**config.mk**
```make
export PLATFORM = sky130hd
export DESIGN_NAME = div_sequencer
export DESIGN_NICKNAME = d
export VERILOG_FILES = /design/src/rtl/div_sequencer_pkg.sv /design/src/rtl/div_iter_counter.sv /design/src/rtl/div_sequencer.sv
export SDC_FILE = /design/constraint.sdc
export NUM_CORES = 1
export LEC_CHECK = 0
export CAP_MARGIN = 20
export CORE_MARGIN = 4
export CORE_UTILIZATION = 45
export CTS_BUF_LIST = sky130_fd_sc_hd__clkbuf_4 sky130_fd_sc_hd__clkbuf_8
export DETAILED_ROUTE_END_ITERATION = 16
export GPL_ROUTABILITY_DRIVEN = 0
export PLACE_DENSITY_LB_ADDON = 0.3
export SLEW_MARGIN = 20
export SYNTH_ARGS = -nofsm -noshare
export SYNTH_HDL_FRONTEND = slang
export SYNTH_HIERARCHICAL = 1
export SYNTH_SLANG_ARGS = --single-unit
export TNS_END_PERCENT = 10
```
**constraint.sdc**
```tcl
create_clock -name clock -period 2.1 [get_ports clock]
set_clock_uncertainty 0.05 [all_clocks]
set_input_delay 0.63 -clock clock [delete_from_list [all_inputs] [get_ports clock]]
set_output_delay 0.63 -clock clock [all_outputs]
set_load 0.01 [all_outputs]
```
**src/rtl/div_sequencer_pkg.sv**
```systemverilog
// Shared definitions for the sequential signed divider: FSM encodings, default width
// and the add/sub select codes driven to the shared ALU.
package div_sequencer_pkg;

    localparam int unsigned DIV_WIDTH = 32;

    localparam logic ALU_ADD = 1'b0;
    localparam logic ALU_SUB = 1'b1;

    typedef enum logic [2:0] {
        StIdle = 3'd0,
        StAbsA = 3'd1,
        StAbsB = 3'd2,
        StIter = 3'd3,
        StSign = 3'd4,
        StDone = 3'd5
    } div_state_e;

endpackage

```
**src/rtl/div_iter_counter.sv**
```systemverilog
// Iteration counter for the divider: synchronous clear, count enable and a flag that
// marks the last iteration.
module div_iter_counter #(
    parameter int unsigned WIDTH = 32,
    parameter int unsigned CNT_W = 5
) (
    input  logic clk_i,
    input  logic reset_i,
    input  logic clear_i,
    input  logic enable_i,
    output logic terminal_o
);

    logic [CNT_W-1:0] count_q;

    always_ff @(posedge clk_i) begin
        if (reset_i || clear_i) begin
            count_q <= '0;
        end else if (enable_i) begin
            count_q <= count_q + 1'b1;
        end
    end

    assign terminal_o = (count_q == CNT_W'(WIDTH - 1));

endmodule

```
**src/rtl/div_sequencer.sv**
```systemverilog
// Signed restoring divider controller; every arithmetic step (abs values, iterations,
// sign fix) goes through one external add/sub unit, one operation per cycle.
module div_sequencer
    import div_sequencer_pkg::*;
#(
    parameter int unsigned WIDTH = DIV_WIDTH,
    parameter int unsigned CNT_W = $clog2(WIDTH)
) (
    input  logic             clock,
    input  logic             reset,
    input  logic             ctrl_DIV,
    input  logic [WIDTH-1:0] data_operandA,
    input  logic [WIDTH-1:0] data_operandB,
    output logic [WIDTH-1:0] data_result,
    output logic             data_exception,
    output logic             data_resultRDY,
    output logic             busy,
    output logic [WIDTH-1:0] alu_operandA,
    output logic [WIDTH-1:0] alu_operandB,
    output logic             alu_sub,
    input  logic [WIDTH-1:0] alu_result
);

    div_state_e state_q, state_d;
    logic [WIDTH-1:0] a_q, a_d, b_q, b_d;
    logic [WIDTH-1:0] am_q, am_d, bm_q, bm_d;
    logic [WIDTH-1:0] p_q, p_d, d_q, d_d;
    logic [WIDTH-1:0] result_q, result_d;
    logic             neg_q, neg_d, exc_q, exc_d;
    logic             cnt_clear, cnt_en, cnt_terminal;
    logic [WIDTH-1:0] t;
    logic             no_borrow;

    div_iter_counter #(
        .WIDTH(WIDTH),
        .CNT_W(CNT_W)
    ) u_iter_counter (
        .clk_i     (clock),
        .reset_i   (reset),
        .clear_i   (cnt_clear),
        .enable_i  (cnt_en),
        .terminal_o(cnt_terminal)
    );

    // Shifted partial remainder and whether it covers the divisor (unsigned compare
    // reconstructed from the subtract result, since the ALU exposes no carry).
    assign t         = {p_q[WIDTH-2:0], d_q[WIDTH-1]};
    assign no_borrow = (t[WIDTH-1] & ~bm_q[WIDTH-1]) |
                       (~(t[WIDTH-1] ^ bm_q[WIDTH-1]) & ~alu_result[WIDTH-1]);

    always_comb begin
        state_d      = state_q;
        a_d          = a_q;
        b_d          = b_q;
        neg_d        = neg_q;
        am_d         = am_q;
        bm_d         = bm_q;
        p_d          = p_q;
        d_d          = d_q;
        result_d     = result_q;
        exc_d        = exc_q;
        alu_operandA = '0;
        alu_operandB = '0;
        alu_sub      = ALU_ADD;
        cnt_clear    = 1'b0;
        cnt_en       = 1'b0;

        unique case (state_q)
            StIdle: ;
            StAbsA: begin
                alu_operandB = a_q;
                alu_sub      = ALU_SUB;
                am_d         = a_q[WIDTH-1] ? alu_result : a_q;
                if (b_q == '0) begin
                    result_d = '0;
                    exc_d    = 1'b1;
                    state_d  = StDone;
                end else begin
                    state_d  = StAbsB;
                end
            end
            StAbsB: begin
                alu_operandB = b_q;
                alu_sub      = ALU_SUB;
                bm_d         = b_q[WIDTH-1] ? alu_result : b_q;
                p_d          = '0;
                d_d          = am_q;
                state_d      = StIter;
            end
            StIter: begin
                alu_operandA = t;
                alu_operandB = bm_q;
                alu_sub      = ALU_SUB;
                p_d          = no_borrow ? alu_result : t;
                d_d          = {d_q[WIDTH-2:0], no_borrow};
                cnt_en       = 1'b1;
                state_d      = cnt_terminal ? StSign : StIter;
            end
            StSign: begin
                alu_operandB = d_q;
                alu_sub      = ALU_SUB;
                result_d     = neg_q ? alu_result : d_q;
                state_d      = StDone;
            end
            StDone:  state_d = StIdle;
            default: state_d = StIdle;
        endcase

        // A start pulse wins in every state, aborting any operation in flight.
        if (ctrl_DIV) begin
            a_d       = data_operandA;
            b_d       = data_operandB;
            neg_d     = data_operandA[WIDTH-1] ^ data_operandB[WIDTH-1];
            exc_d     = 1'b0;
            cnt_clear = 1'b1;
            state_d   = StAbsA;
        end
    end

    always_ff @(posedge clock) begin
        if (reset) begin
            state_q  <= StIdle;
            a_q      <= '0;
            b_q      <= '0;
            neg_q    <= 1'b0;
            am_q     <= '0;
            bm_q     <= '0;
            p_q      <= '0;
            d_q      <= '0;
            result_q <= '0;
            exc_q    <= 1'b0;
        end else begin
            state_q  <= state_d;
            a_q      <= a_d;
            b_q      <= b_d;
            neg_q    <= neg_d;
            am_q     <= am_d;
            bm_q     <= bm_d;
            p_q      <= p_d;
            d_q      <= d_d;
            result_q <= result_d;
            exc_q    <= exc_d;
        end
    end

    assign data_result    = result_q;
    assign data_exception = exc_q;
    assign data_resultRDY = (state_q == StDone);
    assign busy           = (state_q != StIdle);

endmodule
```
# --- Yosys cells after proc, flatten, opt, wreduce, memory -nomap -nowiden ---
# Cells that the tools add are included.
classes:
  n_addsub: 1
  n_eq_ne: 8
  n_mux: 17
  bitwise: 8
  reduce_logical: 10
ops:
  columns: ["operator", "count"]
  rows:
  - ["two-way mux 32 bit", 5]
  - ["one-hot mux 32 bit (2 select lines)", 2]
  - ["one-hot mux 32 bit (4 select lines)", 1]
  - ["one-hot mux 31 bit (2 select lines)", 1]
  - ["logical NOT 32 bit", 1]
  - ["two-way mux 31 bit", 1]
  - ["one-hot mux 3 bit (5 select lines)", 1]
  - ["== test 3 x 2 -> 1 bit, second input constant", 2]
  - ["== test 3 bit, second input constant", 2]
  - ["two-way mux 3 bit", 2]
  - ["adder 5 x 1 -> 5 bit, second input constant", 1]
  - ["== test 5 bit, second input constant", 1]
  - ["two-way mux 1 bit", 4]
  - ["inequality test 2 bit, second input constant", 2]
  - ["AND reduction 2 bit", 2]
  - ["nonzero test 2 bit", 2]
  - ["OR reduction 4 bit", 1]
  - ["== test 3 x 1 -> 1 bit, second input constant", 1]
  - ["logical NOT 3 bit", 1]
  - ["NOT 1 bit", 3]
  - ["nonzero test 3 bit", 1]
  - ["AND 1 bit", 2]
  - ["OR reduction 2 bit", 1]
  - ["bitwise XOR 1 bit", 2]
  - ["other kinds (2)", 2]
totals:
  reg_bits: 233
  in_bits: 99
  out_inout_bits: 100
  wordCells: 56

# --- Depth between registers and ports, before layout ---
# Gate-level depths: netlist (run 1).
logic_depth:
  word_depth: 6
  depth_mapped: 8
  mapped_depth_nobuf: 6

# --- Modules after synthesis ---
# The synthesis (run 1) kept the hierarchy.
by_module_without_submodules:
  columns: ["mod", "instances", "cells_per_inst", "area_per_inst_um2"]
  rows:
  - ["div_sequencer", 1, 1298, 11310.8]
  - ["div_iter_counter", 1, 23, 260.2]

# --- Worst setup path before layout (run 1) ---
# OpenSTA, ideal clock, no wires.
synth_path:
  kind: "register to output"
  startpoint: "register state_q[0]"
  endpoint: "output port alu_operandA[11]"
  t_arrival_ns: 1.342
  setup_slack_ns: 0.078
  stages_incl_launch_ff: 7
  path_buffers: 5
  path_cell_list: "dfxtp_1 > buf_2 > buf_6 > buf_4 > buf_4 > clkbuf_1 > and3_1"
synth_between:
  elab_chain_len: 2
synth_lines:
  columns: ["element", "line", "text"]
  rows:
  - ["start: declaration", "div_sequencer.sv:24", "div_state_e state_q, state_d;"]
  - ["start signal: assignment", "div_sequencer.sv:122", "state_q <= StIdle;"]
  - ["start signal: assignment", "div_sequencer.sv:133", "state_q <= state_d;"]
  - ["== test 3 x 2 -> 1 bit", "div_sequencer.sv:68", "unique case (state_q)"]
  - ["two-way mux 32 bit", "div_sequencer.sv:68", null]
  - ["end: declaration", "div_sequencer.sv:18", "output logic [WIDTH-1:0] alu_operandA,"]
# No other way between the ends.

# --- Worst setup path in the final report (run 1) ---
layout_path:
  startpoint: "register state_q[0]"
  endpoint: "output port alu_operandB[0]"
layout_between:
  elab_chain_len: 2
  elab_cells_between_ends: 5
  cone_classes: "eq/ne (4); mux (1)"
layout_lines:
  columns: ["element", "line", "text"]
  rows:
  - ["== test 3 bit, or another cell as far along", "div_sequencer.sv:68", null]
  - ["one-hot mux 32 bit (4 select lines) *", "div_sequencer.sv:68", null]
  - ["end: declaration", "div_sequencer.sv:19", "output logic [WIDTH-1:0] alu_operandB,"]
# Mark *: on every way between the ends. The rest lies on a longest branch, timed or not.

==> impl_metrics.py, run 1 <==
metrics = {
    "outcome": {
        "status": "complete, but fails checks",
        "violations": "setup timing",
    },
    "worst_setup_path": {
        "cp-end-kind": "output pin",
        "arrival_ps": 2000,
        "path_cells": "buf_4 > nor3b_4 > buf_6 > buf_6 > nand2_1 > o21ai_1 > buf_4 > buf_4",
        "path_class": "flip-flop to output pin",
        "r2r_slack_ps": 50,
        "start_kind": "flip-flop",
        "timing.rr.start": "state_q[0]",
        "critPathRequiredTime_ps": 1420,
        "slowest_stage": "dfxtp_4",
        "r2r_end": "data_result[5]",
        "cpPeakStageDelay_ps": 370,
        "reg2reg_depth": 8,
        "cp_common_cell": "buf_4",
        "worstPathMaxFanout": 6,
    },
    "placed_design": {
        "place.port_buffers": 198,
        "place_area_um2": 14320,
        "hpwl_um": 26390,
    },
    "clock_tree": {
        "cts.sinks": 233,
        "clock_path_buffers": 3,
        "clock_latency_ps": 540,
        "cts_tree": "done",
        "root_buffer": "clkbuf_8",
        "h-tree-depth": 2,
        "numCtsBuffers": 39,
        "holdBufCountCts": 0,
        "clkTransAtPathRegs_ps": 60,
    },
    "finish": {
        "finish.utilization_pct": 61.53,
        "final_common_cell": "dfxtp_1",
        "final_nets": 1650,
        "nFillCells": 2096,
        "area_growth_pct": 34.29,
        "fin_area_um2": 15540,
        "final_cell_mix": "dfxtp_1 (227), nor2_1 (195), mux2i_1 (191)",
        "drive_above_1_share_pct": 23.52,
        "n_antenna_cell": 0,
    },
    "logic_synthesis": {
        "synth_fa_ha_area_share_pct": 0.3244,
        "ys_seq_area_share_pct": 40.31,
        "avgSynthCellArea_um2": 8.759,
        "synthFlopType": "dfxtp_1",
        "synthCells": 1321,
        "synth_edf_count": 0,
        "synthSimpleGateAreaFrac_pct": 14.17,
        "synth_top_family_by_area": "compound AO/OA/AOI/OAI gates",
        "yosysWarnings": 6,
        "postSynth.asyncResetShare_pct": 0,
        "syn_nets": 1423,
        "synthXorXnorAreaFrac_pct": 0.1514,
        "ys_seq_elements": 233,
        "synth.area.mux_share_pct": 19.67,
        "synth_compound_area_share_pct": 19.92,
        "synth_cell_types": 42,
        "syn_area_um2": 11570,
    },
    "route": {
        "drc_errors": 0,
        "avgViaCountPerCell": 5.764,
        "ant_nets": 0,
        "wl_um": 38030,
        "drtIter0Drc": 926,
        "vias": 10969,
        "first_pass_iters": 6,
        "wl_per_cell_um": 19.99,
    },
    "sta": {
        "fmax_mhz": 373.4,
        "period_minus_slack_ps": 2678,
        "whs_ps": 337.0,
        "slew_viol_final": 0,
        "worstMarginPinSlew_ps": 666.1,
        "slew_headroom_pct": 55.59,
        "period_share_pct": 127.5,
        "hold_viol_final": 0,
        "finalSetupViolCount": 67,
        "grt_setup_unrepaired": "true",
        "setup_ws_ps": -578.3,
    },
    "power_and_ir_drop": {
        "internal-power_uw": 7704,
        "power.share.sequential_pct": 45.3,
        "swShare_pct": 27.07,
        "power.switching_uw": 2859,
        "p_clk_share_pct": 38.7,
        "power.leakage_uw": 0.006253,
        "p_per_area_nw_per_um2": 679.8,
        "power_uw": 10560,
        "p_comb_share_pct": 16.0,
        "ir_drop_v": 0.0003301,
    },
    "grt": {
        "grt_pass1_vias": 10063,
        "antenna_found_initial": 0,
        "grt.total_usage_pct": 25.05,
        "grt_max_degree": 97,
        "overflow": 0,
        "grt_pass1_wl_um": 58080,
    },
    "floorplan": {
        "fp.dieH_um": 168.4,
        "rows": 58,
        "core-area_um2": 25250,
        "dieArea_um2": 28340,
        "start_util_pct": 45.82,
        "die_x_um": 168.4,
        "io_pins": 199,
    },
    "run": {
        "maxCapViolCount": 0,
    },
    "hold_path": {
        "min_path_cells": 2,
        "hold_path_class": "primary input to flip-flop",
        "hp-start": "reset",
        "min_to": "a_q[31]",
    },
}
-- cell usage after synthesis, types with 3 or more instances --
cell type / instances / share of area (%)
dfxtp_1: 233 / 40
nor2_1: 200 / 6.5
mux2i_1: 191 / 17
a21oi_1: 100 / 4.3
a211oi_1: 94 / 6.1
clkbuf_1: 77 / 2.5
nand2_1: 66 / 2.1
o21ai_0: 65 / 2.8
and3_1: 64 / 3.5
buf_2: 40 / 1.7
a22oi_1: 33 / 2.1
o211ai_1: 32 / 2.1
a21boi_0: 31 / 2.0
mux2_2: 31 / 3.0
nor4_1: 8 / 0.43
buf_4: 7 / 0.45
buf_6: 6 / 0.58
nand2b_1: 4 / 0.22
and2_1: 3 / 0.16
buf_1: 3 / 0.097
ha_1: 3 / 0.32
inv_1: 3 / 0.097
nand3_1: 3 / 0.13
-- power groups by stage --
stage               combinational [uW]  clock [uW]  sequential [uW]
finish                            1690        4090             4790
global route                      1810        4330             4800
CTS                               1560        4140             4780
detailed placement                1540           0             4870
global placement                  1510           0             4870
floorplan                          899           0             4820
-- per-layer routing --
| layer | share of wire [%] | track usage (%) | vias up |
|---|---|---|---|
| li1 | - | - | 5217 |
| met5 | 0 | 0 | - |
| met4 | 2.7 | 7.516 | 0 |
| met3 | 8.1 | 4.062 | 73 |
| met1 | 48 | 39.37 | 5164 |
| met2 | 41 | 34.75 | 515 |
-- area by class of cell --
cell class | instances | area [um^2] | share of cell area, %
repair buffers | 319 | 3012 | 19.38
well taps | 330 | 412.9 | 2.657
clock inverters | 6 | 37.54 | 0.2416
multi-input cells | 952 | 6640 | 42.73
inverters | 3 | 11.26 | 0.07247
flip-flops and latches | 233 | 4674 | 30.08
clock buffers | 60 | 750.7 | 4.831
-- logic make-up (layout without fill, tap and decap cells) --
kind of cell | Yosys count | count (layout)
muxes | 223 | 223
xor gates and xnor gates | 2 | 2
AOI/OAI and AO/OA | 361 | 361
DFF | 233 | 233
and+or+nand+nor | 363 | 363
buffers and inverters | 136 | 388
adders and majority gates | 3 | 3
-- how the worst max path moves through the flow --
stage | slack, ps | depth (start not counted) | endpoint | from
finish | -580 | 8 | alu_operandB[0] | state_q[0]
global route | -660 | 8 | alu_operandB[0] | state_q[0]
CTS | -630 | 6 | alu_operandB[4] | state_q[0]
detailed placement | -360 | 7 | alu_operandB[13] | state_q[1]
global placement | -320 | 5 | alu_operandB[21] | state_q[1]
floorplan | 80 | 6 | alu_operandA[11] | state_q[0]
-- state kept, by name, summed over array words and instances, names as in the netlist --
register / cells
data_result: 32
data_exception: 1
state_q: 3
am_q: 32
bm_q: 32
b_q: 32
d_q: 32
u_iter_counter/count_q: 5
p_q: 31
a_q: 32
neg_q: 1
-- timing repair --
item / in CTS / in global routing
setup endpoints to repair: 132 / 103
pin swaps: 8 / 14
resized for setup: 355 / 125
cloned: 1 / 4
setup buffers: 7 / 9
-- metrics by stage --
| stage | instances | TNS, ps | setup WS [ps] |
|---|---|---|---|
| floorplan | 1321 | 0 | 78.40 |
| global placement | 1817 | -17680 | -319.2 |
| detailed placement | 1817 | -19800 | -357.6 |
| CTS | 1891 | -28160 | -625.7 |
| global route | 1903 | -32000 | -662.0 |
| finish | 1903 | -28450 | -578.3 |
-- critical path: cells and delay by family (launching register included) --
kind | cells | cell delay, ps
flops | 1 | 370
buf+inv | 5 | 670
simple gates | 2 | 330
compound gates | 1 | 80
Power figures use the tool's default switching activity.
==> run 2, diff against run 1 <==
--- a/config.mk
+++ b/config.mk
@@ -11,6 +11,7 @@
 export CTS_BUF_LIST = sky130_fd_sc_hd__clkbuf_4 sky130_fd_sc_hd__clkbuf_8
 export DETAILED_ROUTE_END_ITERATION = 16
 export GPL_ROUTABILITY_DRIVEN = 0
+export MAX_ROUTING_LAYER = met4
 export PLACE_DENSITY_LB_ADDON = 0.3
 export SLEW_MARGIN = 20
 export SYNTH_ARGS = -nofsm -noshare
==> impl_metrics.py, run 2 (synthesized netlist as in run 1, its figures left out) <==
metrics = {
    "finish": {
        "finish.utilization_pct": 61.31,
        "final_cell_mix": "dfxtp_1 (227), nor2_1 (196), mux2i_1 (191)",
        "seq_area_um2": 4674,
        "fin_area_um2": 15480,
        "final_nets": 1648,
        "multiInputGateArea_um2": 6615,
        "final_common_cell": "dfxtp_1",
        "area_growth_pct": 33.81,
        "nFillCells": 2096,
        "drive_above_1_share_pct": 23.11,
        "n_antenna_cell": 0,
    },
    "power_and_ir_drop": {
        "p_per_area_nw_per_um2": 680.1,
        "ir_drop_v": 0.0003306,
        "power.share.sequential_pct": 45.4,
        "internal-power_uw": 7693,
        "power.switching_uw": 2837,
        "swShare_pct": 26.94,
        "p_clk_share_pct": 38.7,
        "power_uw": 10530,
        "p_comb_share_pct": 15.9,
        "power.leakage_uw": 0.006259,
    },
    "sta": {
        "slew_headroom_pct": 56.31,
        "hold_viol_final": 0,
        "setup_ws_ps": -559.2,
        "setup-tns-final_ps": -28160,
        "period_minus_slack_ps": 2659,
        "finalSetupViolCount": 67,
        "slew_viol_final": 0,
        "period_share_pct": 126.6,
        "worstMarginPinSlew_ps": 655.4,
        "fmax_mhz": 376.1,
        "grt_setup_unrepaired": "true",
    },
    "floorplan": {
        "die_x_um": 168.4,
        "start_util_pct": 45.82,
        "fp.dieH_um": 168.4,
        "dieArea_um2": 28340,
        "rows": 58,
        "io_pins": 199,
        "core-area_um2": 25250,
    },
    "placed_design": {
        "place_area_um2": 14320,
        "hpwl_um": 26390,
        "place.port_buffers": 198,
    },
    "clock_tree": {
        "clock_path_buffers": 3,
        "h-tree-depth": 2,
        "root_buffer": "clkbuf_8",
        "cts.sinks": 233,
        "cts_tree": "done",
        "numCtsBuffers": 39,
        "holdBufCountCts": 0,
        "clkTransAtPathRegs_ps": 60,
        "clock_latency_ps": 540,
    },
    "grt": {
        "grt_pass1_vias": 10063,
        "gr-max-usage-layer": "met1",
        "grtUsageMet3_pct": 3.663,
        "grt_pass1_wl_um": 58150,
        "grt_max_degree": 97,
        "grt.total_usage_pct": 25.82,
        "grt_use_met1_pct": 39.82,
        "overflow": 0,
        "grtUsageMet2_pct": 34.64,
        "antenna_found_initial": 0,
    },
    "route": {
        "wl_per_cell_um": 19.90,
        "vias": 10879,
        "drtIter0Drc": 1025,
        "ant_nets": 0,
        "wl_um": 37820,
        "first_pass_iters": 5,
        "drc_errors": 0,
        "avgViaCountPerCell": 5.723,
    },
    "worst_setup_path": {
        "start_kind": "flip-flop",
        "worstPathMaxFanout": 5,
        "critPathRequiredTime_ps": 1420,
        "cp-end-kind": "output pin",
        "reg2reg_depth": 8,
        "path_class": "flip-flop to output pin",
        "arrival_ps": 1980,
    },
    "run": {
        "maxCapViolCount": 0,
    },
    "hold_path": {
        "min_path_cells": 2,
        "hold_path_class": "primary input to flip-flop",
    },
    "outcome": {
        "status": "complete, but fails checks",
        "violations": "setup timing",
    },
}
==> run 2: changes by cell type in the layout (fill, tap and decap cells not counted), sizes merged <==
cell,before,now
buf,186,184
==> run 2: what timing repair did <==
item	in CTS	in global routing
gates cloned	1	4
pin swaps	8	12
endpoints found under the setup margin	132	102
buffers inserted	7	8
resized for setup	355	116
==> run 2: final timing paths <==
path / start / to / slack (ps)
hold reg to reg: p_q[0] / p_q[0] / 420
setup / recovery: state_q[0] / alu_operandB[14] / -560
hold / removal: reset / a_q[31] / 340
setup reg to reg: state_q[0] / data_result[5] / 50
==> run 2: through the flow <==
stage	setup slack [ps]	hold slack, ps	std cells
after floorplan	78.40	381.3	1321
after global placement	-319.2	390.3	1817
after detailed placement	-357.6	402.0	1817
after CTS	-625.7	325.5	1891
after global routing	-628.3	340.1	1901
final	-559.2	337.8	1901
==> run 2: power groups by stage <==
stage / registers [uW] / clock network [uW] / logic, uW
2_1_floorplan: 4820 / 0 / 899
3_3_place_gp: 4870 / 0 / 1510
5_1_grt: 4800 / 4330 / 1800
6_report: 4790 / 4070 / 1670
4_1_cts: 4780 / 4140 / 1560
3_5_place_dp: 4870 / 0 / 1540
==> run 2: per-layer routing <==
layer,up-vias,share of wire (%)
met3,64,8.0
met5,-,0
met1,5111,48
met4,0,2.5
li1,5216,-
met2,488,42
==> run 2: final cells by class <==
| type | instances | area share [%] |
|---|---|---|
| clock buffer | 60 | 4.848 |
| clock inverter | 6 | 0.2424 |
| inverter | 3 | 0.07273 |
| multi-input combinational | 952 | 42.72 |
| sequential | 233 | 30.19 |
| tap | 330 | 2.667 |
| timing repair buffer | 317 | 19.26 |
==> run 2: worst max-delay path, cell delays in order, from the launching register on <==
cell and delay, ps:
dfxtp_4 400, buf_6 120, buf_12 110, buf_4 110, mux2_2 330, a22oi_2 110, o21ai_0 100, buf_2 150
